[src/rtl/serial_subtractor_ctrl_if.sv]
// Start/busy/done handshake and operand/result bus for the bit-serial subtractor.
// The master drives the request and operands; the slave returns status and result.
interface serial_subtractor_ctrl_if #(
   parameter int WIDTH = 8
);
   logic             start;
   logic [WIDTH-1:0] a_in;
   logic [WIDTH-1:0] b_in;
   logic             busy;
   logic             done;
   logic [WIDTH-1:0] diff;
   logic             borrow_out;

   modport master (
      output start, a_in, b_in,
      input  busy, done, diff, borrow_out
   );

   modport slave (
      input  start, a_in, b_in,
      output busy, done, diff, borrow_out
   );
endinterface

[src/rtl/serial_subtractor_ctrl.sv]
// Bit-serial unsigned subtractor: one full-subtractor cell is stepped LSB first
// over WIDTH cycles, with the borrow carried between bits in a flip-flop.
module serial_subtractor_ctrl #(
   parameter int WIDTH = 8
) (
   input logic                    clk,
   input logic                    rst,
   serial_subtractor_ctrl_if.slave bus
);

   localparam int CW = $clog2(WIDTH + 1);
   localparam logic [CW-1:0] LAST_CNT = CW'(WIDTH - 1);
   localparam logic [CW-1:0] CNT_ONE  = CW'(1);

   typedef enum logic [1:0] {
      ST_IDLE = 2'd0,
      ST_RUN  = 2'd1,
      ST_DONE = 2'd2
   } state_t;

   state_t           state_r;
   state_t           state_s;
   logic [WIDTH-1:0] sa_r;
   logic [WIDTH-1:0] sb_r;
   logic [WIDTH-1:0] diff_r;
   logic [WIDTH-1:0] diff_next_s;
   logic [CW-1:0]    cnt_r;
   logic             borrow_r;
   logic             borrow_out_r;
   logic             busy_r;
   logic             done_r;
   logic             cell_d_s;
   logic             cell_b0_s;
   logic             last_bit_s;

   // One full-subtractor cell: returns {difference, borrow-out}.
   function automatic logic [1:0] full_subtractor(input logic a, input logic b, input logic c);
      logic d;
      logic b0;
      d  = a ^ b ^ c;
      b0 = (~a & b) | (~(a ^ b) & c);
      return {d, b0};
   endfunction

   assign {cell_d_s, cell_b0_s} = full_subtractor(sa_r[0], sb_r[0], borrow_r);
   assign last_bit_s = (cnt_r == LAST_CNT);

   generate
      if (WIDTH == 1) begin : g_narrow
         assign diff_next_s = cell_d_s;
      end else begin : g_wide
         assign diff_next_s = {cell_d_s, diff_r[WIDTH-1:1]};
      end
   endgenerate

   // State register.
   always_ff @(posedge clk) begin
      if (rst) begin
         state_r <= ST_IDLE;
      end else begin
         state_r <= state_s;
      end
   end

   // Next-state logic; start is only looked at in IDLE.
   always_comb begin
      state_s = state_r;
      case (state_r)
         ST_IDLE: begin
            if (bus.start) begin
               state_s = ST_RUN;
            end else begin
               state_s = ST_IDLE;
            end
         end
         ST_RUN: begin
            if (last_bit_s) begin
               state_s = ST_DONE;
            end else begin
               state_s = ST_RUN;
            end
         end
         ST_DONE: state_s = ST_IDLE;
         default: state_s = ST_IDLE;
      endcase
   end

   // Datapath and registered status; busy/done track the state being entered.
   always_ff @(posedge clk) begin
      if (rst) begin
         sa_r         <= {WIDTH{1'b0}};
         sb_r         <= {WIDTH{1'b0}};
         diff_r       <= {WIDTH{1'b0}};
         cnt_r        <= {CW{1'b0}};
         borrow_r     <= 1'b0;
         borrow_out_r <= 1'b0;
         busy_r       <= 1'b0;
         done_r       <= 1'b0;
      end else begin
         busy_r <= (state_s == ST_RUN);
         done_r <= (state_s == ST_DONE);
         case (state_r)
            ST_IDLE: begin
               if (bus.start) begin
                  sa_r     <= bus.a_in;
                  sb_r     <= bus.b_in;
                  borrow_r <= 1'b0;
                  cnt_r    <= {CW{1'b0}};
               end
            end
            ST_RUN: begin
               borrow_r <= cell_b0_s;
               diff_r   <= diff_next_s;
               sa_r     <= sa_r >> 1;
               sb_r     <= sb_r >> 1;
               cnt_r    <= cnt_r + CNT_ONE;
               // Publish the final borrow together with the last difference bit.
               if (last_bit_s) begin
                  borrow_out_r <= cell_b0_s;
               end
            end
            ST_DONE: begin
               cnt_r <= cnt_r;
            end
            default: begin
               cnt_r <= {CW{1'b0}};
            end
         endcase
      end
   end

   assign bus.busy       = busy_r;
   assign bus.done       = done_r;
   assign bus.diff       = diff_r;
   assign bus.borrow_out = borrow_out_r;

endmodule

[src/flat_wrapper.sv]
// flat-port wrapper written by rule: the top's interface ports become plain ports
module serial_subtractor_ctrl_flat 
#(
   parameter int WIDTH = 8
)
  (clk, rst, bus_start, bus_a_in, bus_b_in, bus_busy, bus_done, bus_diff, bus_borrow_out);
  serial_subtractor_ctrl_if #(.WIDTH(WIDTH)) bus_i ();
  input logic clk;
  input logic rst;
  input wire logic [$bits(bus_i.start)-1:0] bus_start;
  input wire logic [$bits(bus_i.a_in)-1:0] bus_a_in;
  input wire logic [$bits(bus_i.b_in)-1:0] bus_b_in;
  output wire logic [$bits(bus_i.busy)-1:0] bus_busy;
  output wire logic [$bits(bus_i.done)-1:0] bus_done;
  output wire logic [$bits(bus_i.diff)-1:0] bus_diff;
  output wire logic [$bits(bus_i.borrow_out)-1:0] bus_borrow_out;
  assign bus_i.start = bus_start;
  assign bus_i.a_in = bus_a_in;
  assign bus_i.b_in = bus_b_in;
  assign bus_busy = bus_i.busy;
  assign bus_done = bus_i.done;
  assign bus_diff = bus_i.diff;
  assign bus_borrow_out = bus_i.borrow_out;
  serial_subtractor_ctrl #(.WIDTH(WIDTH)) u_core (.clk(clk), .rst(rst), .bus(bus_i));
endmodule
[config.mk]
export PLATFORM = sky130hd
export DESIGN_NAME = serial_subtractor_ctrl_flat
export DESIGN_NICKNAME = d
export VERILOG_FILES = /design/src/rtl/serial_subtractor_ctrl_if.sv /design/src/rtl/serial_subtractor_ctrl.sv /design/src/flat_wrapper.sv
export SDC_FILE = /design/constraint.sdc
export NUM_CORES = 1
export LEC_CHECK = 0
export BUFFER_PORTS_ARGS = -buffer_cell sky130_fd_sc_hd__buf_4
export CORE_AREA = 4 4 60 62
export CTS_BUF_LIST = sky130_fd_sc_hd__clkbuf_4 sky130_fd_sc_hd__clkbuf_8
export DETAILED_ROUTE_END_ITERATION = 8
export DIE_AREA = 0 0 64 66
export PLACE_DENSITY = 0.67
export RECOVER_POWER = 50
export SLEW_MARGIN = 10
export SYNTH_ARGS = -nofsm -noshare
export SYNTH_HDL_FRONTEND = slang
export SYNTH_SLANG_ARGS = --single-unit
[constraint.sdc]
create_clock -name clk -period 2.77 [get_ports clk]
set_input_delay 0.4155 -clock clk [delete_from_list [all_inputs] [get_ports clk]]
set_output_delay 0.4155 -clock clk [all_outputs]
set_load 0.1 [all_outputs]
* Word-level counts from Yosys, hierarchy flattened
Cells that the tools add are included.
Operators by class: add/sub/neg operators 1, eq/ne operators 6, muxes and demuxes 11, bitwise gates (word level) 8, reductions and logical operators 5
Operators with widths (count):
- $pmux W8 S2 | 2
- $mux W8 | 2
- $pmux W4 S3 | 1
- $reduce_and A2 Y1 | 3
- $add A4 B1 Y4 const B | 1
- $eq A2 B1 Y1 const B | 2
- $eq A2 B2 Y1 const B | 2
- $eq A4 B3 Y1 const B | 1
- $mux W4 | 1
- $pmux W2 S2 | 1
- $not A1 Y1 | 3
- $and A1 B1 Y1 | 2
- $logic_not A2 Y1 | 1
- $mux W1 | 2
- $mux W2 | 1
- $ne A2 B2 Y1 const B | 1
- $pmux W1 S2 | 1
- $reduce_bool A2 Y1 | 1
- $xor A1 B1 Y1 | 2
- $or A1 B1 Y1 | 1
Storage, ports and cells: bits in registers 34, input bits 19, output and inout port bits 11, word-level logic and storage cells 40

* Depth between registers and ports, before layout
word-level depth 5, depth in mapped cells 5, depth with buffers taken out 4

* Worst setup path before layout
OpenSTA, ideal clock, no wires.
path kind flip-flop to output port, start point register u_core.diff_r[1] (netlist: u_core.bus.diff[1]), end point output bus_diff[1], data arrival time 940 ps, data required time 2355 ps, path slack 1415 ps, cell stages (with the launch flop) 1, cell sequence dfxtp_1
RTL lines:
- start: declaration | RTL line serial_subtractor_ctrl.sv:25 | logic [WIDTH-1:0] diff_r;
- start signal: assignment | RTL line serial_subtractor_ctrl.sv:93 | diff_r <= {WIDTH{1'b0}};
- start signal: assignment | RTL line serial_subtractor_ctrl.sv:113 | diff_r <= diff_next_s;
- end: declaration | RTL line flat_wrapper.sv:15 | output wire logic [$bits(bus_i.diff)-1:0] bus_diff;
No word-level cell between the ends.

* Worst setup path after layout
start point register u_core.diff_r[6] (netlist: u_core.bus.diff[6]), end point output bus_diff[6]
No word-level cell between the ends.

==> results.cfg <==
[logic_synthesis]
yosys_warnings = 0
synth_nets = 185
synth_ff_type = dfxtp_1
yosysTopAreaCell = dfxtp_1
synth_top_family_by_area = simple AND/OR/NAND/NOR gates
synth_edf_count = 0
synth_area_sq_um = 1360
ys_ff_latch = 34
yosysMostFrequentCell = nand2_1
synth_area_leaders = dfxtp_1 50%, nand2_1 12%, a31oi_1 6.4%, o21ai_0 5.2%, a21oi_1 3.7%
synth_compound_area_share_pct = 20.61
synth-xor-area-share_pct = 0.6440
synthSimpleGateAreaFrac_pct = 20.98
synthTopCellsByCount = 44 x nand2_1, 34 x dfxtp_1, 14 x a31oi_1, 14 x o21ai_0, 10 x a21oi_1
synth_top_cell_area_share_pct = 50.05
syn_inst = 164
synthAdderAreaFrac_pct = 2.392
syn-mean-instance-area_sq_um = 8.293
async_flop_share_pct = 0
synthMuxAreaShare_pct = 0
yosys.cell_types.count = 29
yosysSeqAreaShare_pct = 50.05

[route]
final_antenna_net_count = 0
viasPerCell = 5.026
first_iter_violations = 115
firstDrtPassIters = 4
drt-total-wl_um = 2877
num_vias = 1181
drc = 0
avgRoutedWirePerCell_um = 12.24

[finish]
diodes = 0
final_cells = 235
final_core_utilization_pct = 53.93
drive_gt1_share_pct = 16.23
fillCellCount = 306
areaGrowthSynthToFinish_pct = 20.06
nNetsFinal = 211

[power_and_ir_drop]
vdd_drop_max_v = 0.0002920
cellLeakagePower_nw = 0.6481
power_density_nw_per_um2 = 602.3

[placement]
dp_slack_ns = 1.098
dpl.hpwl_um = 1951
place_congestion = 0.7519
numPortBuffers = 29
dp.cells = 227

[floorplanning]
core_area_sq_um = 3028
start_util_pct = 44.92
die_h_um = 66
die_area_sq_um = 4224
die_x_um = 64
num_rows = 20
num_io_pins = 30

[sta]
worst_slew_pin_slew_ns = 1.168
drv_slew = 0
slew_headroom_pct = 22.16
fin_ws_ns = 0.7839
skew_ns = 0.007048
finalCritPeriodShare_pct = 71.70
finalSetupTns_ns = 0
finalCriticalPeriod_ns = 1.986
fmax_ghz = 0.5035
hold_viol_final = 0
setup_viol = 0
rsz0062_at_grt = false

[status]
status = finished clean

[grt]
grt_start_max_net_pins = 39
grt_usage_pct = 14.96
grt_pass1_wl_um = 4961
grt_pass1_vias = 1105
overflow = 0
antenna_found_initial = 0

[cts]
ctsLongestPathBuffers = 2
clk_latency_ns = 0.33
postCtsHoldBufs = 0
clock-sinks = 34
clkTransAtPathRegs_ns = 0.11
cts_buffers = 5
cts_resized = 0
postCtsSetupBuffers = 0
cts_tree = done
cts_max_level = 2
cts_root_buf = clkbuf_4

[worst_setup_path]
reg2reg_depth = 3
worst-path-buf-inv = 1
reg2reg_from = u_core.state_r[0]$_SDFF_PP0_
path_depth = 1
critPathKind = flop to output port
crit_path_end_kind = output port
cp.required_ns = 2.35
critPathSlowestCell = clkbuf_1
r2r_setup_slack_ns = 0.82
crit_path_start_kind = flop
startpoint = u_core.bus.diff[6]$_SDFFE_PP0P_
crit_end = bus_diff[6]
crit_chain = clkbuf_1
slowest_delay_ns = 0.87
crit_family = buffers and inverters
crit_arrival_ns = 1.57
critPathMaxFanout = 3
r2r-end = u_core.cnt_r[3]$_SDFFE_PP0P_

[run]
drv_cap = 0

[hold_path]
worstHoldPathType = input port to flop
power breakdown:
group / internal (W) / switching [W]
Combinational: 0.0000429 / 0.0000743
Clock: 0.000173 / 0.000166
Sequential: 0.000513 / 0.0000137
how the worst min path moves through the flow:
stage / startpoint / to / slack [ns] / cells past startpoint
6_report: bus_a_in[7] / u_core.sa_r[7]$_SDFFE_PP0P_ / 0.33 / 3
5_1_grt: bus_a_in[6] / u_core.sa_r[6]$_SDFFE_PP0P_ / 0.33 / 3
4_1_cts: bus_a_in[7] / u_core.sa_r[7]$_SDFFE_PP0P_ / 0.32 / 3
3_5_place_dp: u_core.bus.diff[0]$_SDFFE_PP0P_ / u_core.bus.diff[0]$_SDFFE_PP0P_ / 0.46 / 2
3_3_place_gp: u_core.bus.diff[0]$_SDFFE_PP0P_ / u_core.bus.diff[0]$_SDFFE_PP0P_ / 0.44 / 2
2_1_floorplan: u_core.sa_r[1]$_SDFFE_PP0P_ / u_core.sa_r[1]$_SDFFE_PP0P_ / 0.45 / 2
per-layer routing:
| metal | global-route usage (%) | part of all wire, % |
|---|---|---|
| met1 | 19.08 | 48 |
| met2 | 22.84 | 44 |
| met3 | 5.102 | 6.5 |
| met4 | 6.469 | 1.2 |
| met5 | 0 | 0 |
registers in the layout, summed over array words and instances (netlist names), 2 cells and up:
signal,flops
u_core.sa_r,8
u_core.cnt_r,4
u_core.bus.diff,8
u_core.state_r,2
u_core.sb_r,8
through the flow:
step	total power, W	cell area, sq um	hold WS (ns)
2_1_floorplan	0.0006206	1360	0.4471
3_3_place_gp	0.0006541	1583	0.4416
3_5_place_dp	0.0006571	1583	0.4579
4_1_cts	0.0009922	1662	0.3157
5_1_grt	0.001028	1633	0.3278
6_report	0.0009835	1633	0.3268
placed cells by master (no fill, tap or decap), drive strengths merged, types with 2 or more instances in the layout:
cell	Yosys	routed
a211oi	2	2
a21oi	10	10
a22oi	2	2
a31oi	14	14
a32oi	2	2
and3	2	2
buf	7	23
clkbuf	4	15
dfxtp	34	34
inv	4	4
nand2	44	44
nand2b	3	3
nand3	5	5
nor2	5	5
nor2b	3	3
o21ai	14	14
cell type report:
cell class,instances,area (sq um),share of cell area (%)
sequential,34,680.7,41.69
multi-input combinational,115,604.3,37.01
timing repair buffer,30,198.9,12.18
clock buffer,8,78.83,4.828
tap,44,55.05,3.372
inverter,4,15.01,0.9195
kinds of logic (layout without fill, tap and decap cells):
kind of cell             count (synthesis)  in the layout
buffers and inverters                   15             42
AND/OR/NAND/NOR                         65             65
adder cells (fa/ha/maj)                  2              2
XOR/XNOR                                 1              1
flip-flops                              34             34
AO/OA/AOI/OAI                           47             47
worst reg2reg max path, stage by stage (launching register included):
cell      delay [ns]
dfxtp_1         0.45
nand2b_1        0.64
or4_1           0.72
nand3_1         0.09
(Power assumes the default switching activity.)
